===== src/rtl/demux_user_sequencer.sv =====
// -----------------------------------------------------------------------------
// demux_user_sequencer
//
// Upstream sequencer for the per-user data array stage. A programmable
// per-user length table is walked in index order on every symbol trigger.
// Each user gets a one-cycle start pulse, a valid/ready handshaked run of
// data beats, a one-cycle end pulse and a fixed guard gap of GAP_CYC cycles.
//
// Optional feature macro: DEMUX_ZERO_LEN_SKIP_EN
//   defined   : zero-length users are skipped in SEEK with no start/end pulses
//   undefined : zero-length users still get START -> END -> GAP (no data beats)
//
// Ports
//   i_core_clk          core clock
//   i_rx_rstn           asynchronous active-low reset (clears FSM and table)
//   i_cfg_wr_en         length-table write strobe
//   i_cfg_wr_idx        table entry to write (idx >= USER_NUM is dropped)
//   i_cfg_wr_len        beat count for that entry
//   i_sym_start         one-cycle pulse that begins a pass
//   i_user_num          users in the pass, sampled with i_sym_start
//   i_data_ready        downstream accepts the current beat
//   o_demux_user_start  one-cycle pulse per user
//   o_demux_user_end    one-cycle pulse per user
//   o_demux_user_idx    current user index
//   o_demux_data_vld    data beat valid
//   o_demux_data_cnt    index of the current beat within the user
//   o_sym_busy          pass in progress
//   o_sym_done          one-cycle pulse at end of pass
//   o_sym_overrun       one-cycle pulse after i_sym_start arrives while busy
// -----------------------------------------------------------------------------
module demux_user_sequencer #(
  parameter int USER_NUM = 40,
  parameter int IDX_W    = 6,
  parameter int LEN_W    = 12,
  parameter int GAP_CYC  = 4
) (
  input  logic             i_core_clk,
  input  logic             i_rx_rstn,
  input  logic             i_cfg_wr_en,
  input  logic [IDX_W-1:0] i_cfg_wr_idx,
  input  logic [LEN_W-1:0] i_cfg_wr_len,
  input  logic             i_sym_start,
  input  logic [IDX_W-1:0] i_user_num,
  input  logic             i_data_ready,
  output logic             o_demux_user_start,
  output logic             o_demux_user_end,
  output logic [IDX_W-1:0] o_demux_user_idx,
  output logic             o_demux_data_vld,
  output logic [LEN_W-1:0] o_demux_data_cnt,
  output logic             o_sym_busy,
  output logic             o_sym_done,
  output logic             o_sym_overrun
);

  // One extra bit so that a pass of exactly 2^IDX_W users is representable.
  localparam int NUM_W = IDX_W + 1;
  localparam int GAP_W = (GAP_CYC > 1) ? $clog2(GAP_CYC) : 1;
  localparam logic [NUM_W-1:0] USER_NUM_C = NUM_W'(USER_NUM);
  localparam logic [GAP_W-1:0] GAP_LAST_C = GAP_W'(GAP_CYC - 1);

  typedef enum logic [2:0] {
    S_IDLE  = 3'd0,
    S_SEEK  = 3'd1,
    S_START = 3'd2,
    S_DATA  = 3'd3,
    S_END   = 3'd4,
    S_GAP   = 3'd5,
    S_DONE  = 3'd6
  } state_e;

  state_e           state_q, state_d;
  logic [LEN_W-1:0] len_tab_q [USER_NUM];
  logic [IDX_W-1:0] idx_q, idx_d;
  logic [NUM_W-1:0] num_q, num_d;
  logic [LEN_W-1:0] len_q, len_d;
  logic [LEN_W-1:0] cnt_q, cnt_d;
  logic [GAP_W-1:0] gap_q, gap_d;

  logic             start_q;
  logic             end_q;
  logic             vld_q;
  logic             busy_q;
  logic             done_q;
  logic             overrun_q;

  logic [LEN_W-1:0] seek_len_s;
  logic [NUM_W-1:0] num_req_s;
  logic             last_user_s;

  // Length table; a write to an index outside the table matches no entry.
  always_ff @(posedge i_core_clk or negedge i_rx_rstn) begin
    if (!i_rx_rstn) begin
      for (int i = 0; i < USER_NUM; i++) begin
        len_tab_q[i] <= '0;
      end
    end else begin
      for (int i = 0; i < USER_NUM; i++) begin
        if (i_cfg_wr_en && (i_cfg_wr_idx == IDX_W'(i))) begin
          len_tab_q[i] <= i_cfg_wr_len;
        end
      end
    end
  end

  // Table read port: AND-OR select of the entry addressed by the user index.
  // The read sees the registered table, so a same-cycle write is not visible.
  always_comb begin
    seek_len_s = '0;
    for (int i = 0; i < USER_NUM; i++) begin
      seek_len_s = seek_len_s | (len_tab_q[i] & {LEN_W{idx_q == IDX_W'(i)}});
    end
  end

  // Pass size clamped to the table depth, and last-user detection.
  always_comb begin
    num_req_s   = (NUM_W'(i_user_num) > USER_NUM_C) ? USER_NUM_C : NUM_W'(i_user_num);
    last_user_s = ((NUM_W'(idx_q) + NUM_W'(1)) == num_q);
  end

  // Next-state logic; the user index only moves on edges that enter SEEK.
  always_comb begin
    state_d = state_q;
    idx_d   = idx_q;
    num_d   = num_q;
    len_d   = len_q;
    cnt_d   = cnt_q;
    gap_d   = gap_q;
    case (state_q)
      S_IDLE: begin
        if (i_sym_start) begin
          num_d = num_req_s;
          if (num_req_s == '0) begin
            state_d = S_DONE;
          end else begin
            idx_d   = '0;
            state_d = S_SEEK;
          end
        end else begin
          state_d = S_IDLE;
        end
      end
      S_SEEK: begin
        // Latch the length so later table writes cannot disturb this user.
        len_d = seek_len_s;
        if (seek_len_s != '0) begin
          cnt_d   = '0;
          state_d = S_START;
        end else begin
`ifdef DEMUX_ZERO_LEN_SKIP_EN
          if (last_user_s) begin
            state_d = S_DONE;
          end else begin
            idx_d   = idx_q + IDX_W'(1);
            state_d = S_SEEK;
          end
`else
          cnt_d   = '0;
          state_d = S_START;
`endif
        end
      end
      S_START: begin
        if (len_q == '0) begin
          state_d = S_END;
        end else begin
          state_d = S_DATA;
        end
      end
      S_DATA: begin
        if (i_data_ready) begin
          // The count stops at len-1; the final transfer leaves DATA instead.
          if (cnt_q == (len_q - LEN_W'(1))) begin
            state_d = S_END;
          end else begin
            cnt_d = cnt_q + LEN_W'(1);
          end
        end else begin
          state_d = S_DATA;
        end
      end
      S_END: begin
        gap_d   = '0;
        state_d = S_GAP;
      end
      S_GAP: begin
        if (gap_q == GAP_LAST_C) begin
          if (last_user_s) begin
            state_d = S_DONE;
          end else begin
            idx_d   = idx_q + IDX_W'(1);
            state_d = S_SEEK;
          end
        end else begin
          gap_d = gap_q + GAP_W'(1);
        end
      end
      S_DONE: begin
        state_d = S_IDLE;
      end
      default: begin
        state_d = S_IDLE;
      end
    endcase
  end

  // State and output registers; strobes are decoded from the next state so
  // they line up with the state register they describe.
  always_ff @(posedge i_core_clk or negedge i_rx_rstn) begin
    if (!i_rx_rstn) begin
      state_q   <= S_IDLE;
      idx_q     <= '0;
      num_q     <= '0;
      len_q     <= '0;
      cnt_q     <= '0;
      gap_q     <= '0;
      start_q   <= 1'b0;
      end_q     <= 1'b0;
      vld_q     <= 1'b0;
      busy_q    <= 1'b0;
      done_q    <= 1'b0;
      overrun_q <= 1'b0;
    end else begin
      state_q   <= state_d;
      idx_q     <= idx_d;
      num_q     <= num_d;
      len_q     <= len_d;
      cnt_q     <= cnt_d;
      gap_q     <= gap_d;
      start_q   <= (state_d == S_START);
      end_q     <= (state_d == S_END);
      vld_q     <= (state_d == S_DATA);
      busy_q    <= (state_d != S_IDLE);
      done_q    <= (state_d == S_DONE);
      overrun_q <= i_sym_start && (state_q != S_IDLE);
    end
  end

  assign o_demux_user_start = start_q;
  assign o_demux_user_end   = end_q;
  assign o_demux_user_idx   = idx_q;
  assign o_demux_data_vld   = vld_q;
  assign o_demux_data_cnt   = cnt_q;
  assign o_sym_busy         = busy_q;
  assign o_sym_done         = done_q;
  assign o_sym_overrun      = overrun_q;

endmodule


===== config.mk =====
export PLATFORM = sky130hd
export DESIGN_NAME = demux_user_sequencer
export DESIGN_NICKNAME = d
export VERILOG_FILES = /design/src/rtl/demux_user_sequencer.sv
export SDC_FILE = /design/constraint.sdc
export NUM_CORES = 1
export LEC_CHECK = 0
export ABC_AREA = 1
export CORE_MARGIN = 8
export CORE_UTILIZATION = 50
export DETAILED_ROUTE_END_ITERATION = 12
export PLACE_DENSITY = 0.62
export SYNTH_ARGS = -nofsm -noshare
export SYNTH_HDL_FRONTEND = slang
export SYNTH_SLANG_ARGS = --single-unit

===== constraint.sdc =====
create_clock -name i_core_clk -period 2.5 [get_ports i_core_clk]
set_input_delay 0.25 -clock i_core_clk [delete_from_list [all_inputs] [get_ports i_core_clk]]
set_output_delay 0.25 -clock i_core_clk [all_outputs]
set_load 0.05 [all_outputs]

Word-level counts from Yosys, hierarchy flattened --
Cells that the tools add are included.
Word-level totals: input port bits 29, register bits 528, word-level logic and storage cells 308
Cells by class: reduce and logical (&&, ||, !) cells 55, magnitude comparators 1, equal/unequal tests 97, $add $sub $neg 5, bitwise logic cells 79, multiplexer cells 19
Operators with widths (number):
- 12-bit AND | 40
- 12-bit OR | 39
- 6-bit by 5-bit equality test with 1-bit output, second input constant | 32
- 6-bit by 4-bit equality test with 1-bit output, second input constant | 16
- 6-bit equality test, second input constant | 16
- 6-bit by 3-bit equality test with 1-bit output, second input constant | 8
- 1-bit logical AND | 41
- 6-bit two-way mux | 5
- 6-bit by 2-bit equality test with 1-bit output, second input constant | 4
- 12-bit two-way mux | 2
- 12-bit one-hot mux with 2 select lines | 1
- 3-bit two-way mux | 7
- 3-bit one-hot mux with 6 select lines | 1
- 2-bit != test, second input constant | 7
- 12-bit by 1-bit adder with 12-bit output, second input constant | 1
- 12-bit equality test | 1
- 3-bit by 2-bit equality test with 1-bit output, second input constant | 4
- 3-bit equality test, second input constant | 4
- 6-bit by 1-bit equality test with 1-bit output, second input constant | 2
- 12-bit logical NOT | 1
- 6-bit logical NOT | 2
- 6-bit one-hot mux with 2 select lines | 1
- 12-bit by 1-bit subtractor with 12-bit output, second input constant | 1
- 6-bit by 1-bit adder with 7-bit output, second input constant | 1
- 15 further kinds | 19

Logic depth before layout (Yosys ltp) --
Gate-level depths: netlist of the first run.
depth in word-level cells 41, gate-level depth with buffers 16, gate-level depth less buffers 16

Least setup slack after synthesis of the first run --
Ideal clock, no wire load.
path type register to register, from register idx_q[0], in the netlist o_demux_user_idx[0], to register len_q[11], setup time 113 ps, buffers on the path 2, setup slack 121 ps, data required time 2387 ps, arrival 2266 ps, cell stages (with the launch flop) 14, cell sequence dfrtp_1 -> inv_1 -> ha_1 -> buf_1 -> nand3_1 -> inv_1 -> buf_2 -> nand2_1 -> o2111ai_1 -> or2_1 -> nor2_1 -> nand3_1 -> nand2_1 -> inv_1
Between the ends: word-level cells in the longest chain between the ends 41, elaborated cells on any way between the ends 119, classes of those cells eq/ne: 39; bitwise: 79; reduce/logical: 1
RTL lines:
- start: declaration | line 73 | logic [IDX_W-1:0] idx_q, idx_d;
- start signal: assignment | line 224 | idx_q <= idx_d;
- 6-bit by 1-bit equality test with 1-bit output or 6-bit logical NOT (tied branches) | line 110 | seek_len_s = seek_len_s | (len_tab_q[i] & {LEN_W{idx_q == IDX_W'(i)}});
- 12-bit AND | line 110
- 12-bit OR (38 in a row) | line 110
- 12-bit OR * | line 110
- end signal: assignment | line 226 | len_q <= len_d;
- end: declaration | line 75 | logic [LEN_W-1:0] len_q, len_d;
Every way passes the cells marked *; elsewhere a longest branch is shown, timed or not. A chain may end at the register's enable or synchronous reset.

Final worst setup path of the first run --
from register idx_q[1], in the netlist o_demux_user_idx[1], to register len_q[1]
Same word-level chain as after synthesis.

==> summary.txt, run 1 <==
=========================================================================================
Result of the run .......................................................... finished clean
Non-filler instance count after layout .....................................         3826
Final worst path period need ...............................................      2480 ps
Length in cells of the worst reg-to-reg path ...............................           12
CTS tree ...................................................................          yes
# port buffers .............................................................           52
Total half-perimeter wirelength after legalization and detailed placement ..      68.9 mm
Area of the die ............................................................    56000 µm²
Net count, final ...........................................................         3195
Worst relative slew slack ..................................................        50.6%
Area contributors post-synth ............................................... dfrtp_1, nand2_1, o21ai_0, inv_1, o2111ai_1
Mapped Nets ................................................................         3009
Relative contribution of combinational cells to total power ................        17.5%
Vias in the first global route .............................................        21737
Power per cell area ........................................................   808 nW/µm²
Cts bufs inserted ..........................................................           56
I/O pin total ..............................................................           53
Reg-to-reg slack, setup ....................................................        20 ps
End point of the most critical hold path ................................... len_tab_q[281]
Core box area ..............................................................    48400 µm²
Fraction of final layout cells sized beyond drive strength 1 ...............        14.7%
Post-Syn Area ..............................................................    24300 µm²
CP cell instances .......................................................... inv_1 -> ha_2 -> buf_12 -> nand3_1 -> buf_4 -> o21ai_0 -> a211oi_2 -> nand2_1 -> nor2_4 -> nand3_2 -> nand2_1 -> inv_1
Sum Neg Setup Slack ........................................................         0 ps
Critical Path Fanout Max ...................................................           12
Capture point of the worst reg-to-reg path .................................     len_q[1]
Final count of pins violating max slew .....................................            0
Avg Inst Size Synth ........................................................     8.18 µm²
Initial detailed-routing violation count ...................................         2633
Detail-routed via count per cell ...........................................         5.89
Skew final .................................................................      25.7 ps
GRT Residual Overflow ......................................................            0
Required time worst endpoint ...............................................      3010 ps
Synthesis Warnings .........................................................            0
Placed instance count ......................................................         3700
Clock root buffer master ...................................................    clkbuf_16
Initial core utilization ...................................................        50.2%
Most used flip-flop cell after synthesis ...................................      dfrtp_1
Cell with the most instances after synthesis ...............................      nand2_1
Ratio of final minimum period to clock period ..............................        99.4%
Number of buffers between clock root and the deepest sink ..................            3
Worst path setup slack after routing .......................................      15.3 ps
Final number of setup-violating endpoints ..................................            0
Startpoint of the most critical hold path .................................. i_cfg_wr_len[5]
Total detailed-routing wirelength ..........................................       101 mm
Hold Path Depth ............................................................            3
Layout overhead on the synthesized area ....................................        21.0%
First-pass GRT wire length .................................................       148 mm
Routed length per instance .................................................      26.3 µm
Die Ht .....................................................................       237 µm
Pin count of the biggest net entering global routing .......................           71
Clock insertion delay at the later pin of the skew report ..................       630 ps
Peak VDD IR ................................................................   0.000554 V
Chip Width .................................................................       237 µm
Worst-case setup slack after placement .....................................      -348 ps
H-tree levels ..............................................................            2
Transition time at the pin with the least slew margin ......................       741 ps
Sequential Power Share .....................................................        45.0%
Internal power .............................................................     16500 µW
Max stage delay cell, worst path ...........................................      dfrtp_2
Synth cell types ...........................................................           46
Clock Power Share ..........................................................        37.5%
Final-layout fill cell count ...............................................         4318
Finished Core Util .........................................................        60.7%
Final estimated routing congestion in global placement .....................        0.973
DR pass1 iterations ........................................................            6
Std cell rows ..............................................................           81
Critical Path End Type .....................................................         flop
Number of antenna violations at the first check in global routing ..........            5
Number of standard cells after synthesis ...................................         2972
Max-cap violations .........................................................            0
Worst path arrival time ....................................................      3000 ps
Delay of the slowest cell on the worst path ................................       430 ps
Number of enable flip-flop cells after synthesis ...........................            0
Synth cell count leaders ................................................... nand2_1, dfrtp_1, o21ai_0
Post-DRT Antenna Nets ......................................................            0
Sequential share of the synthesized area ...................................        54.2%
Total global-route track usage .............................................        35.6%
Worst Setup Path Type ......................................................   reg -> reg
Proportion of register bits with asynchronous set or reset after synthesis .         100%
Path class of the lowest-slack min-delay path ..............................    in -> reg
Register clock-pin slew on the reported worst setup and hold paths .........        60 ps
Reg2reg start .............................................................. o_demux_user_idx[1]
Number of synthesized register bits ........................................          527
Vias after detailed routing ................................................        22542
Net Sw Frac ................................................................        30.6%
Total number of clock tree sinks ...........................................          527
NetSw ......................................................................      7280 µW
Cell type contributing the most total cell area after synthesis ............      dfrtp_1
Area share of the largest cell type after synthesis ........................        54.2%
Timing-limited maximum frequency ...........................................      402 MHz
Setup repair after global routing missed its margin ........................          yes
Fin. Hold Viols ............................................................            0
DRC ........................................................................            0
Leakage power summed over all cells ........................................    0.0137 µW
Crit start category ........................................................         flop
=========================================================================================
==> worst max-delay path: cells and delay by family (launching register included) <==
family	cells	cell delay (ps)
AOI/OAI and AO/OA	2	530
adders and majority gates	1	220
buffers and inverters	4	540
DFF	1	430
and+or+nand+nor	5	650
==> routing by layer <==
| metal | GRT usage [%] | wire length [µm] | vias to the layer above |
|---|---|---|---|
| met1 | 46.4 | 39500 | 10891 |
| met3 | 9.94 | 11200 | 307 |
| met2 | 54.4 | 44200 | 1281 |
| met5 | 0 | 53 | - |
| met4 | 17.7 | 5680 | 8 |
| li1 | - | - | 10055 |
==> repair_timing <==
action,in CTS,in global routing
hold endpoints to repair,51,0
hold buffers,1,0
setup endpoints to repair,10,18
setup buffers,10,13
pin swaps,6,17
gates resized for setup,24,49
==> how the worst max path moves through the flow <==
stage	from	endpoint	slack [ps]	depth (start not counted)
6_report	o_demux_user_idx[1]	len_q[1]	20	12
5_1_grt	o_demux_user_idx[1]	len_q[10]	-20	14
4_1_cts	o_demux_user_idx[3]	len_q[1]	4	15
3_5_place_dp	o_demux_user_idx[1]	len_q[1]	-350	11
3_3_place_gp	o_demux_user_idx[1]	len_q[1]	-340	11
2_1_floorplan	o_demux_user_idx[0]	len_q[11]	120	13
==> power by group through the flow <==
| stage | clock [µW] | sequential [µW] | combinational (µW) |
|---|---|---|---|
| 2_1_floorplan | 0 | 10600 | 2330 |
| 3_3_place_gp | 0 | 10800 | 3910 |
| 3_5_place_dp | 0 | 10800 | 4000 |
| 4_1_cts | 8960 | 10700 | 4040 |
| 5_1_grt | 9320 | 10800 | 4600 |
| 6_report | 8920 | 10700 | 4150 |
==> layout make-up <==
class | count | area, µm² | area share, %
inverter | 230 | 886 | 3.01
clock buffer | 80 | 1650 | 5.62
sequential | 527 | 13200 | 44.8
tap | 622 | 778 | 2.65
timing repair buffer | 312 | 2880 | 9.79
multi-input combinational | 2031 | 9720 | 33.1
clock inverter | 23 | 303 | 1.03
antenna | 1 | 2.50 | 0.00851
==> state kept, by name, summed over array words and instances (netlist names) <==
register / count
gap_q: 2
state_q: 3
o_demux_user_start: 1
num_q: 6
o_sym_done: 1
len_q: 12
o_demux_data_cnt: 12
o_sym_busy: 1
o_demux_user_idx: 6
o_demux_user_end: 1
o_sym_overrun: 1
o_demux_data_vld: 1
len_tab_q: 480
==> per-stage QoR <==
step | hold WS (ps) | instance area [µm²] | total power (µW)
finish | 212 | 29400 | 23800
global route | 237 | 29400 | 24700
CTS | 196 | 29100 | 23700
detailed placement | 306 | 27000 | 14800
global placement | 305 | 27000 | 14700
floorplan | -45.6 | 24300 | 13000
==> cells by family (layout without fill, tap and decap cells) <==
| logic type | after synthesis | after routing | share of synthesized area (%) |
|---|---|---|---|
| XOR/XNOR | 9 | 9 | 0.324 |
| buffers and inverters | 414 | 645 | 6.91 |
| AO/OA/AOI/OAI | 625 | 625 | 14.4 |
| flip-flops | 527 | 527 | 54.2 |
| other | 0 | 1 | 0 |
| adder cells (fa/ha/maj) | 8 | 8 | 0.412 |
| AND/OR/NAND/NOR | 1389 | 1389 | 23.8 |
==> cells in the final DEF, fill, tap and decap left out, drive strengths merged, types with 32 or more instances in the layout <==
master / count
buf: 260
clkbuf: 80
clkdlybuf4s50: 51
dfrtp: 527
inv: 226
nand2: 1047
nand3: 97
nand4: 52
nor2: 126
nor3: 32
o2111ai: 67
o21ai: 506
(Power assumes the default switching activity.)
==> inputs of run 2 (changes only) <==
- CORE_MARGIN: 8 -> 2
- CORE_UTILIZATION: 50 -> 60
- GPL_TIMING_DRIVEN: default -> 0
- PLACE_DENSITY: 0.62 -> 0.73
==> summary.txt, run 2 (synthesis results as in run 1) <==
========================================================================================
Result of the run ......................................................... complete, but fails checks   was finished clean
Violations in the final reports ........................................... capacitance limit, slew limit, setup timing
Cts bufs inserted .........................................................           53   was 56
Relative contribution of combinational cells to total power ...............        17.8%   was 17.5%
Number of buffers between clock root and the deepest sink .................            3   unchanged
Fin. Hold Viols ...........................................................            0   unchanged
Crit start category .......................................................         flop   unchanged
Power per cell area .......................................................   835 nW/µm²   was 808 nW/µm²
Initial core utilization ..................................................        60.9%   was 50.2%
Placed instance count .....................................................         3554   was 3700
Most common cell after layout, fill and taps aside ........................      nand2_1   unchanged
Chip Width ................................................................       205 µm   was 237 µm
CTS tree ..................................................................          yes   unchanged
Fraction of final layout cells sized beyond drive strength 1 ..............        11.3%   was 14.7%
Startpoint of the most critical hold path ................................. i_cfg_wr_len[8]   was i_cfg_wr_len[5]
Final number of setup-violating endpoints .................................           11   was 0
First-pass GRT wire length ................................................       153 mm   was 148 mm
Detail Route met3 WL ......................................................      17.1 mm   was 11.2 mm
Capture point of the worst reg-to-reg path ................................     len_q[0]   was len_q[1]
Peak VDD IR ...............................................................   0.000624 V   was 0.000554 V
GRT Residual Overflow .....................................................            0   unchanged
Setup repair after global routing missed its margin .......................          yes   unchanged
Die Ht ....................................................................       205 µm   was 237 µm
Length of routed met2 wiring ..............................................      43.9 mm   was 44.2 mm
Core box area .............................................................    39900 µm²   was 48400 µm²
Final estimated routing congestion in global placement ....................         1.19   was 0.973
Non-filler instance count after layout ....................................         3685   was 3826
Largest Register ..........................................................    len_tab_q   unchanged
Layout overhead on the synthesized area ...................................        18.0%   was 21.0%
Worst path setup slack after routing ......................................      -259 ps   was 15.3 ps
Net Sw Frac ...............................................................        31.1%   was 30.6%
I/O pin total .............................................................           53   unchanged
Worst path arrival time ...................................................      3290 ps   was 3000 ps
Reg-to-reg slack, setup ...................................................      -260 ps   was 20 ps
Critical Path End Type ....................................................         flop   unchanged
# port buffers ............................................................           52   unchanged
Ratio of final minimum period to clock period .............................         110%   was 99.4%
Worst Setup Path Type .....................................................   reg -> reg   unchanged
Skew final ................................................................      11.0 ps   was 25.7 ps
Length in cells of the worst reg-to-reg path ..............................           14   was 12
Initial detailed-routing violation count ..................................         4223   was 2633
End point of the most critical hold path .................................. len_tab_q[284]   was len_tab_q[281]
Met1 wire length ..........................................................      35.6 mm   was 39.5 mm
CP delay by family, top ................................................... simple AND/OR/NAND/NOR gates   unchanged
Top metal layer carrying routed signals ...................................         met4   was met5
Max-cap violations ........................................................            1   was 0
Area of the die ...........................................................    42200 µm²   was 56000 µm²
Clock Power Share .........................................................        37.7%   was 37.5%
Transition time at the pin with the least slew margin .....................      1560 ps   was 741 ps
Worst relative slew slack .................................................       -3.87%   was 50.6%
Largest register FFs ......................................................          480   unchanged
Total global-route track usage ............................................        51.8%   was 35.6%
Path class of the lowest-slack min-delay path .............................    in -> reg   unchanged
Routed length per instance ................................................      29.3 µm   was 26.3 µm
Pin count of the biggest net entering global routing ......................          119   was 71
Total power draw ..........................................................     24000 µW   was 23800 µW
Clock insertion delay at the later pin of the skew report .................       640 ps   was 630 ps
Vias after detailed routing ...............................................        24191   was 22542
Clock root buffer master ..................................................    clkbuf_16   unchanged
Hold Path Depth ...........................................................            3   unchanged
Highest-count cells in the layout ignoring fill and taps .................. nand2_1, dfrtp_1, o21ai_0   unchanged
Internal power ............................................................     16500 µW   about the same
DRC .......................................................................            0   unchanged
Register clock-pin slew on the reported worst setup and hold paths ........        60 ps   about the same
H-tree levels .............................................................            2   unchanged
Total number of clock tree sinks ..........................................          527   unchanged
Post-DRT Antenna Nets .....................................................            0   unchanged
Max stage delay cell, worst path ..........................................      dfrtp_2   unchanged
Required time worst endpoint ..............................................      3030 ps   was 3010 ps
Number of antenna violations at the first check in global routing .........            2   was 5
CP cell instances ......................................................... clkinv_4 -> ha_4 -> buf_12 -> inv_1 -> nor2_2 -> nand2_4 -> inv_2 -> buf_6 -> nand2_1 -> nand4_1 -> nor3_2 -> nand3_2 -> nand2_1 -> inv_1   was inv_1 -> ha_2 -> buf_12 -> nand3_1 -> buf_4 -> o21ai_0 -> a211oi_2 -> nand2_1 -> nor2_4 -> nand3_2 -> nand2_1 -> inv_1
Detail-routed via count per cell ..........................................         6.56   was 5.89
NetSw .....................................................................      7450 µW   was 7280 µW
Delay of the slowest cell on the worst path ...............................       490 ps   was 430 ps
Final count of pins violating max slew ....................................           11   was 0
Sequential Power Share ....................................................        44.5%   was 45.0%
Buf/Inv on CP .............................................................            6   was 4
Final worst path period need ..............................................      2760 ps   was 2480 ps
Net count, final ..........................................................         3150   was 3195
Critical Path Fanout Max ..................................................           10   was 12
Leakage power summed over all cells .......................................    0.0132 µW   was 0.0137 µW
DR pass1 iterations .......................................................            8   was 6
Worst-case setup slack after placement ....................................      -917 ps   was -348 ps
Vias in the first global route ............................................        22583   was 21737
Reg2reg start ............................................................. o_demux_user_idx[0]   was o_demux_user_idx[1]
Std cell rows .............................................................           73   was 81
Total half-perimeter wirelength after legalization and detailed placement .      76.0 mm   was 68.9 mm
Total detailed-routing wirelength .........................................       108 mm   was 101 mm
Timing-limited maximum frequency ..........................................      362 MHz   was 402 MHz
========================================================================================
## run 2: cell count changes in the layout (fill, tap and decap cells not counted), sizes merged, moves of 3 or more
cell      change
clkinv        -3
inv           +4
clkbuf      +136
diode         +3
buf         -181
clkinvlp      -6
## run 2: worst max path at each step
stage / from / to / slack (ps) / cells after the start
after floorplan: o_demux_user_idx[0] / len_q[11] / 120 / 13
after global placement: i_rx_rstn / len_tab_q[136] / -21780 / 1
after detailed placement: o_demux_user_idx[1] / len_q[3] / -920 / 9
after CTS: o_demux_user_idx[5] / len_q[1] / -9 / 10
after global routing: o_demux_user_idx[0] / len_q[0] / -290 / 14
final: o_demux_user_idx[0] / len_q[0] / -260 / 14
## run 2: power by group through the flow
stage	clock, µW	sequential (µW)	combinational, µW
global placement	0	10700	3680
detailed placement	0	10700	3820
CTS	8910	10600	3940
global route	9270	10800	4680
finish	9040	10700	4270
floorplan	0	10600	2330
## run 2: area by class of cell
type / instances / area (µm²)
clock buffer: 78 / 1610
fill: 3083 / 11200
sequential: 527 / 13200
tap: 525 / 657
buffer: 182 / 961
inverter: 230 / 881
multi-input combinational: 2032 / 10200
timing repair buffer: 87 / 903
clock inverter: 20 / 334
antenna: 4 / 10.0
## run 2: tightest hold or removal path, delay by kind of cell
family	cells	cell delay, ps
AOI/OAI and AO/OA	1	70
and+or+nand+nor	1	70
buffers and inverters	1	420
## run 2: layer usage
layer | global-route usage (%) | up-vias
li1 | - | 9978
met1 | 62.4 | 11579
met2 | 71.6 | 2055
met3 | 22.9 | 579
met4 | 42.5 | 0
met5 | 0 | -
## run 2: stage by stage
step | area [µm²] | hold slack [ps] | utilization [%] | setup TNS [ps]
2_1_floorplan | 24300 | -45.6 | - | 0
3_3_place_gp | 25500 | 459 | 63.9 | -
3_5_place_dp | 25600 | 385 | 64.2 | -16770
4_1_cts | 28000 | 228 | 70.1 | -15.5
5_1_grt | 28700 | 268 | 71.9 | -827
6_report | 28700 | 222 | 71.9 | -895
## run 2: timing repair
action,in CTS,in global routing
pin swaps,12,39
resized for setup,83,144
endpoints found under the setup margin,12,18
buffers inserted,5,23
hold buffers,1,0
hold endpoints to repair,110,0
cloned,0,2
